### src/rtl/regfile_2r1w.sv
// Parametrised register bank: one synchronous write port, two combinational read ports,
// optional write-to-read bypass and hardwired-zero r0, a load scoreboard and a status register.
module regfile_2r1w #(
    parameter int WIDTH   = 16,
    parameter int DEPTH   = 16,
    parameter int ZERO_R0 = 0,
    parameter int BYPASS  = 1,
    parameter int PSR_W   = 5,
    localparam int AW     = (DEPTH > 1) ? $clog2(DEPTH) : 1
) (
    input  logic             clk,
    input  logic             reset,
    input  logic             wr_en,
    input  logic [AW-1:0]    wr_addr,
    input  logic [WIDTH-1:0] wr_data,
    input  logic [AW-1:0]    rd_a_addr,
    output logic [WIDTH-1:0] rd_a_data,
    input  logic [AW-1:0]    rd_b_addr,
    output logic [WIDTH-1:0] rd_b_data,
    input  logic             pend_set,
    input  logic [AW-1:0]    pend_addr,
    output logic             pend_a,
    output logic             pend_b,
    input  logic             psr_we,
    input  logic [PSR_W-1:0] psr_in,
    output logic [PSR_W-1:0] psr_out
);

    localparam logic [AW:0] DEPTH_L = (AW + 1)'(DEPTH);

    logic [WIDTH-1:0] regs [DEPTH];
    logic [DEPTH-1:0] pend;
    logic             wr_ok;
    logic             set_ok;

    // An address is live if it names a real register and is not the hardwired-zero r0.
    function automatic logic addr_ok(input logic [AW-1:0] addr);
        return ({1'b0, addr} < DEPTH_L) && !((ZERO_R0 != 0) && (addr == '0));
    endfunction

    function automatic logic [WIDTH-1:0] read_word(input logic [AW-1:0] addr);
        if (!addr_ok(addr))
            return '0;
        if ((BYPASS != 0) && wr_en && !reset && (wr_addr == addr))
            return wr_data;
        return regs[addr];
    endfunction

    always_comb begin
        wr_ok  = wr_en && addr_ok(wr_addr);
        set_ok = pend_set && addr_ok(pend_addr);
    end

    // NOTE: the register array is reset explicitly because software relies on reading zeros after reset.
    always_ff @(posedge clk) begin
        if (reset) begin
            for (int i = 0; i < DEPTH; i++)
                regs[i] <= '0;
            pend    <= '0;
            psr_out <= '0;
        end else begin
            if (wr_ok)
                regs[wr_addr] <= wr_data;
            // A new load issued on the same edge as the previous result's writeback keeps the bit set.
            for (int i = 0; i < DEPTH; i++) begin
                if (set_ok && (pend_addr == AW'(i)))
                    pend[i] <= 1'b1;
                else if (wr_ok && (wr_addr == AW'(i)))
                    pend[i] <= 1'b0;
            end
            if (psr_we)
                psr_out <= psr_in;
        end
    end

    always_comb begin
        rd_a_data = read_word(rd_a_addr);
        rd_b_data = read_word(rd_b_addr);
        pend_a    = addr_ok(rd_a_addr) && pend[rd_a_addr];
        pend_b    = addr_ok(rd_b_addr) && pend[rd_b_addr];
    end

endmodule

### config.mk
export PLATFORM = sky130hd
export DESIGN_NAME = regfile_2r1w
export DESIGN_NICKNAME = d
export VERILOG_FILES = /design/src/rtl/regfile_2r1w.sv
export SDC_FILE = /design/constraint.sdc
export NUM_CORES = 1
export LEC_CHECK = 0
export CAP_MARGIN = 20
export CELL_PAD_IN_SITES_DETAIL_PLACEMENT = 1
export CELL_PAD_IN_SITES_GLOBAL_PLACEMENT = 1
export CORE_MARGIN = 1.5
export CORE_UTILIZATION = 49
export CTS_CLUSTER_DIAMETER = 120
export DETAILED_ROUTE_END_ITERATION = 12
export PLACE_DENSITY = 0.86
export SETUP_SLACK_MARGIN = 0.05
export SYNTH_ARGS = -nofsm -noshare
export SYNTH_HDL_FRONTEND = slang
export SYNTH_SLANG_ARGS = --single-unit
export TNS_END_PERCENT = 30
### constraint.sdc
create_clock -name clk -period 2.69 [get_ports clk]
set_clock_uncertainty 0.15 [all_clocks]
set_input_delay 0.538 -clock clk [delete_from_list [all_inputs] [get_ports clk]]
set_output_delay 0.538 -clock clk [all_outputs]
set_load 0.005 [all_outputs]
## After elaboration in Yosys (flattened, before gate mapping)

Memory sizes are Yosys's and may differ from the RTL's.
Index checks and enable logic that the tools add are counted.

| word-level totals | value |
|---|---|
| flip-flop bits (word level) | 21 |
| bits in writable memories | 256 |
| output and inout bits | 39 |
| word-level logic and storage cells | 157 |
| memories | 1 |

Memory list:

| name | depth | width | rd ports | clocked after Yosys merged registers in | write ports | line | text |
|---|---|---|---|---|---|---|---|
| regs | 16 | 16 | 2 | 0 | 16 | 31 | `logic [WIDTH-1:0] regs [DEPTH];` |

| cells by class | value |
|---|---|
| magnitude comparators | 2 |
| equal/unequal tests | 32 |
| multiplexer cells | 50 |
| reductions and logical operators | 55 |

Operators with widths:

| cell | number |
|---|---|
| 2-to-1 mux 16 bit | 5 |
| equality test 4 bit, second input constant | 16 |
| 2-to-1 mux 1 bit | 42 |
| logical AND 1 bit | 35 |
| equality test 4 x 3 -> 1 bit, second input constant | 8 |
| nonzero test 2 bit | 16 |
| equality test 4 x 2 -> 1 bit, second input constant | 4 |
| OR reduction 16 bit | 1 |
| < comparator 4 x 5 -> 1 bit, second input constant | 2 |
| binary-select mux 1 bit (select 4 bit) | 2 |
| equality test 4 x 1 -> 1 bit, second input constant | 2 |
| equality test 4 bit | 2 |
| zero test 4 bit | 2 |
| 2-to-1 mux 4 bit | 1 |
| zero test 1 bit | 1 |

## Depth between registers and ports, before layout

| depth | value |
|---|---|
| word-level depth | 5 |
| depth in mapped cells | 7 |
| depth with buffers taken out | 4 |

## Worst setup path after synthesis

Ideal clock, no wire load.

| path | value |
|---|---|
| path kind | input to output |
| start point | input rd_a_addr[0] |
| end point | output rd_a_data[10] |
| arrival | 1.949 ns |
| data required time | 2.002 ns |
| slack | 0.053 ns |
| cell stages on the path | 7 |
| buffers on the path | 3 |
| path through | buf_4 > buf_6 > buf_6 > mux4_2 > mux2i_1 > mux2i_1 > mux2_2 |

| between the ends | value |
|---|---|
| longest elaborated chain between the ends | 4 |
| elaborated cells on any way between the ends | 5 |
| those cells by class | 1 x eq/ne; 2 x mux; 1 x reduce/logical; 1 x memory |

RTL lines:

| element | line | text |
|---|---|---|
| start: declaration | 16 | `input logic [AW-1:0] rd_a_addr,` |
| branches (longest 3 deep; another with memory read (16 x 16 bit)) | - |  |
| 2-to-1 mux 16 bit * | 46 | `return regs[addr];` |
| end: declaration | 17 | `output logic [WIDTH-1:0] rd_a_data,` |

Mark *: on every way between the ends.

==> flow_summary.ini <==
[sta]
final.period_utilization_pct = 117.5
finalMaxSlewViolations = 0
fin_ws_ns = -0.4710
timing.fmax_mhz = 316.4
rsz0062_at_grt = yes
finalSetupViolCount = 34
tightest_slew_ns = 0.7388
slew_headroom_pct = 50.05
fin_crit_ns = 3.161
hold_viol_final = 0

[critical_path]
rrSetupSlack_ns = 1.74
worstPathRequired_ns = 2.00
cp.arrival_ns = 2.47
critical-path-max-stage-delay_ns = 0.58
path_max_fanout = 2
critical_path_buf_inv_count = 1
rr_startpoint = pend[9]$_SDFFE_PP0P_
crit_slowest_cell = mux4_1
worst-path-stages = 5
crit_type = flip-flop to output pin
cp-start-kind = flip-flop
cpMostUsedCell = mux2i_2
crit_path_cell_trace = mux4_1 -> mux2i_2 -> mux2i_2 -> mux2_4 -> buf_6
critPathCapture = rd_b_data[15]
worstSetupStartpoint = regs[6][15]$_SDFFCE_PN0P_
r2r_cells = 2
cpLargestDelayFamily = multiplexers
worst_r2r_endpoint = pend[9]$_SDFFE_PP0P_
cp-end-kind = output pin

[clock_tree]
clkSinkCount = 277
clock_tree.root_cell = clkbuf_16
clkLatencyLatePin_ns = 0.59
cts_tree = done
clk_pin_slew_ns = 0.07
numCtsBuffers = 30
htreeDepth = 1
clockBufferDepth = 3

[global_routing]
grt_max_degree = 26
antenna_found_initial = 0
grt_pass1_vias = 12010
grt_usage_pct = 37.17
grt_pass1_wl_um = 86700
overflow = 0

[synthesis]
async_flop_share_pct = 0
synth_ff_type = edfxtp_1
syn_area_sq_mm = 0.01527
yosysWarnings = 0
syn_nets = 1046
yosysSeqAreaShare_pct = 53.11
post_synth.cell_area_avg_sq_um = 15.21
syn-instance-count = 1004
synth_edf_count = 256
synth_cell_types = 35
synth_seq_cells = 277

[die]
floorplan.rows = 64
die_y_um = 179.5
pin_count = 81
die_w_um = 179.5
start_util_pct = 49.91
core-area_sq_mm = 0.03059
die_area_sq_mm = 0.03223

[layout]
layout.nets = 1246
final_cells = 1623
final-seq-area_sq_mm = 0.008108
drive_gt1_share_pct = 39.31
final_core_util_pct = 65.01
fillers = 2713
syn2layout_area_growth_pct = 30.25
multi_input_area_sq_mm = 0.007236

[route]
postRouteAntennaNets = 0
vias_per_cell = 7.090
post_drt_wl_per_cell_um = 38.78
drtIter0Drc = 1599
vias = 11510
drc = 0
first_pass_iters = 5
drt-total-wl_um = 62930

[worst_hold_path]
hp-class = flip-flop to flip-flop

[placed_design]
dpl.hpwl_um = 32790
gp_congestion = 0.8952
io_buffers = 80
placed_cells = 1529

[power]
power.density_mw_per_mm2 = 583.6
max-vdd-ir-drop_uv = 510.4
p_leak_uw = 0.007428

[outcome]
violations = negative setup slack
status = complete, but fails checks

[run]
max-cap-violations = 0
-- final cells by class --
type	count	share of cell area (%)
sequential	277	40.77
multi-input combinational	623	36.39
timing repair buffer	253	15.35
clock buffer	34	3.851
tap	396	2.492
clock inverter	20	0.7739
inverter	19	0.3586
antenna	1	0.01258
-- cell usage after synthesis, types with 4 or more instances --
library cell,instances,area (sq um)
nand2_1,8,30.03
mux2_2,32,360.4
nor2_1,21,78.83
dfxtp_1,21,420.4
nor2b_1,4,25.02
inv_1,19,71.32
a21o_1,16,120.1
mux4_2,136,3063
buf_2,22,110.1
nor3_2,4,40.04
and2_1,257,1608
nand3b_1,4,30.03
nand3_1,5,25.02
o22ai_1,13,81.33
xor2_1,4,35.03
mux2i_1,101,1011
edfxtp_1,256,7687
buf_1,14,52.55
clkbuf_1,42,157.7
-- logic make-up (layout without fill, tap and decap cells) --
group	after synthesis	in the layout	synth area share, %
buffers and inverters	104	326	3.114
muxes	271	271	29.39
DFF	277	277	53.11
xor gates and xnor gates	6	6	0.3442
and+or+nand+nor	312	312	12.47
AOI/OAI and AO/OA	34	34	1.574
other	0	1	0
-- power breakdown --
part	total, uW	internal (uW)	switching [uW]	leakage [uW]
registers	5150	4960	197	0.00262
clock network	4140	2230	1920	0.000456
logic	2310	1180	1130	0.00435
total	11600	8360	3250	0.00743
-- sequential cells by signal, summed over array words and instances (netlist names) --
signal / flops
psr_out: 5
regs: 256
pend: 16
-- worst register-to-register path, stage by stage (launching register included) --
cell and delay [ns]:
dfxtp_1 0.40, inv_1 0.08, o22ai_1 0.23
-- what timing repair did --
action | CTS | global route
pin swaps | 1 | 0
gates resized for setup | 260 | 49
cloned | 4 | 0
buffers inserted | 34 | 1
setup endpoints to repair | 34 | 34
hold buffers | 0 | 0
-- routing by layer --
| layer | GRT usage (%) | routed length [um] | share of wire (%) |
|---|---|---|---|
| met3 | 7.861 | 7009 | 11 |
| met5 | 0 | 0 | 0 |
| met4 | 20.23 | 3798 | 6.0 |
| met1 | 45.97 | 21990 | 35 |
| met2 | 61.43 | 30130 | 48 |
-- worst min-delay path by stage --
stage / startpoint / to / depth (start not counted) / slack [ns]
finish: psr_out[0]$_SDFFE_PP0P_ / psr_out[0]$_SDFFE_PP0P_ / 2 / 0.36
detailed placement: pend[0]$_SDFFE_PP0P_ / pend[0]$_SDFFE_PP0P_ / 2 / 0.35
global route: pend[2]$_SDFFE_PP0P_ / pend[2]$_SDFFE_PP0P_ / 2 / 0.39
floorplan: pend[3]$_SDFFE_PP0P_ / pend[3]$_SDFFE_PP0P_ / 2 / 0.30
global placement: pend[3]$_SDFFE_PP0P_ / pend[3]$_SDFFE_PP0P_ / 2 / 0.32
CTS: pend[0]$_SDFFE_PP0P_ / pend[0]$_SDFFE_PP0P_ / 2 / 0.36
-- layout by cell type (no fill, tap or decap), types with 2 or more instances in the layout --
master,Yosys,layout
buf_4,2,88
a21o_1,16,16
clkbuf_2,0,5
clkbuf_1,42,4
mux2_4,0,30
edfxtp_1,256,256
mux4_2,136,137
clkinv_2,0,7
o22ai_1,13,13
and3_1,2,2
clkinv_1,0,9
dfxtp_1,21,21
dlygate4sd2_1,0,5
nand3_1,5,5
nand3b_1,4,4
mux2i_2,0,24
bufinv_16,0,2
buf_12,1,62
buf_6,3,38
nor3_2,4,5
buf_2,22,6
buf_8,1,5
o21ai_0,3,3
inv_1,19,19
clkdlybuf4s50_1,0,35
clkbuf_16,0,30
xnor2_1,2,2
and2_1,257,257
nand2_1,8,8
mux2i_4,0,27
xor2_1,4,3
nand2b_1,2,2
mux2_2,32,2
mux2i_1,101,50
buf_16,0,6
nor2_1,21,21
nor2b_1,4,3
-- per-stage QoR --
stage / worst slack [ns] / hold slack [ns] / power [uW] / TNS (ns) / area (sq um)
floorplan: 0.05274 / 0.3019 / 6018 / 0 / 15270
global placement: -0.7374 / 0.3244 / 6868 / -21.23 / 17840
detailed placement: -0.7343 / 0.3463 / 6965 / -23.18 / 17840
CTS: -0.4019 / 0.3559 / 11170 / -9.763 / 19670
global route: -0.4668 / 0.3859 / 11730 / -12.28 / 19880
finish: -0.4710 / 0.3615 / 11610 / -11.86 / 19890
(Power assumes the default switching activity.)
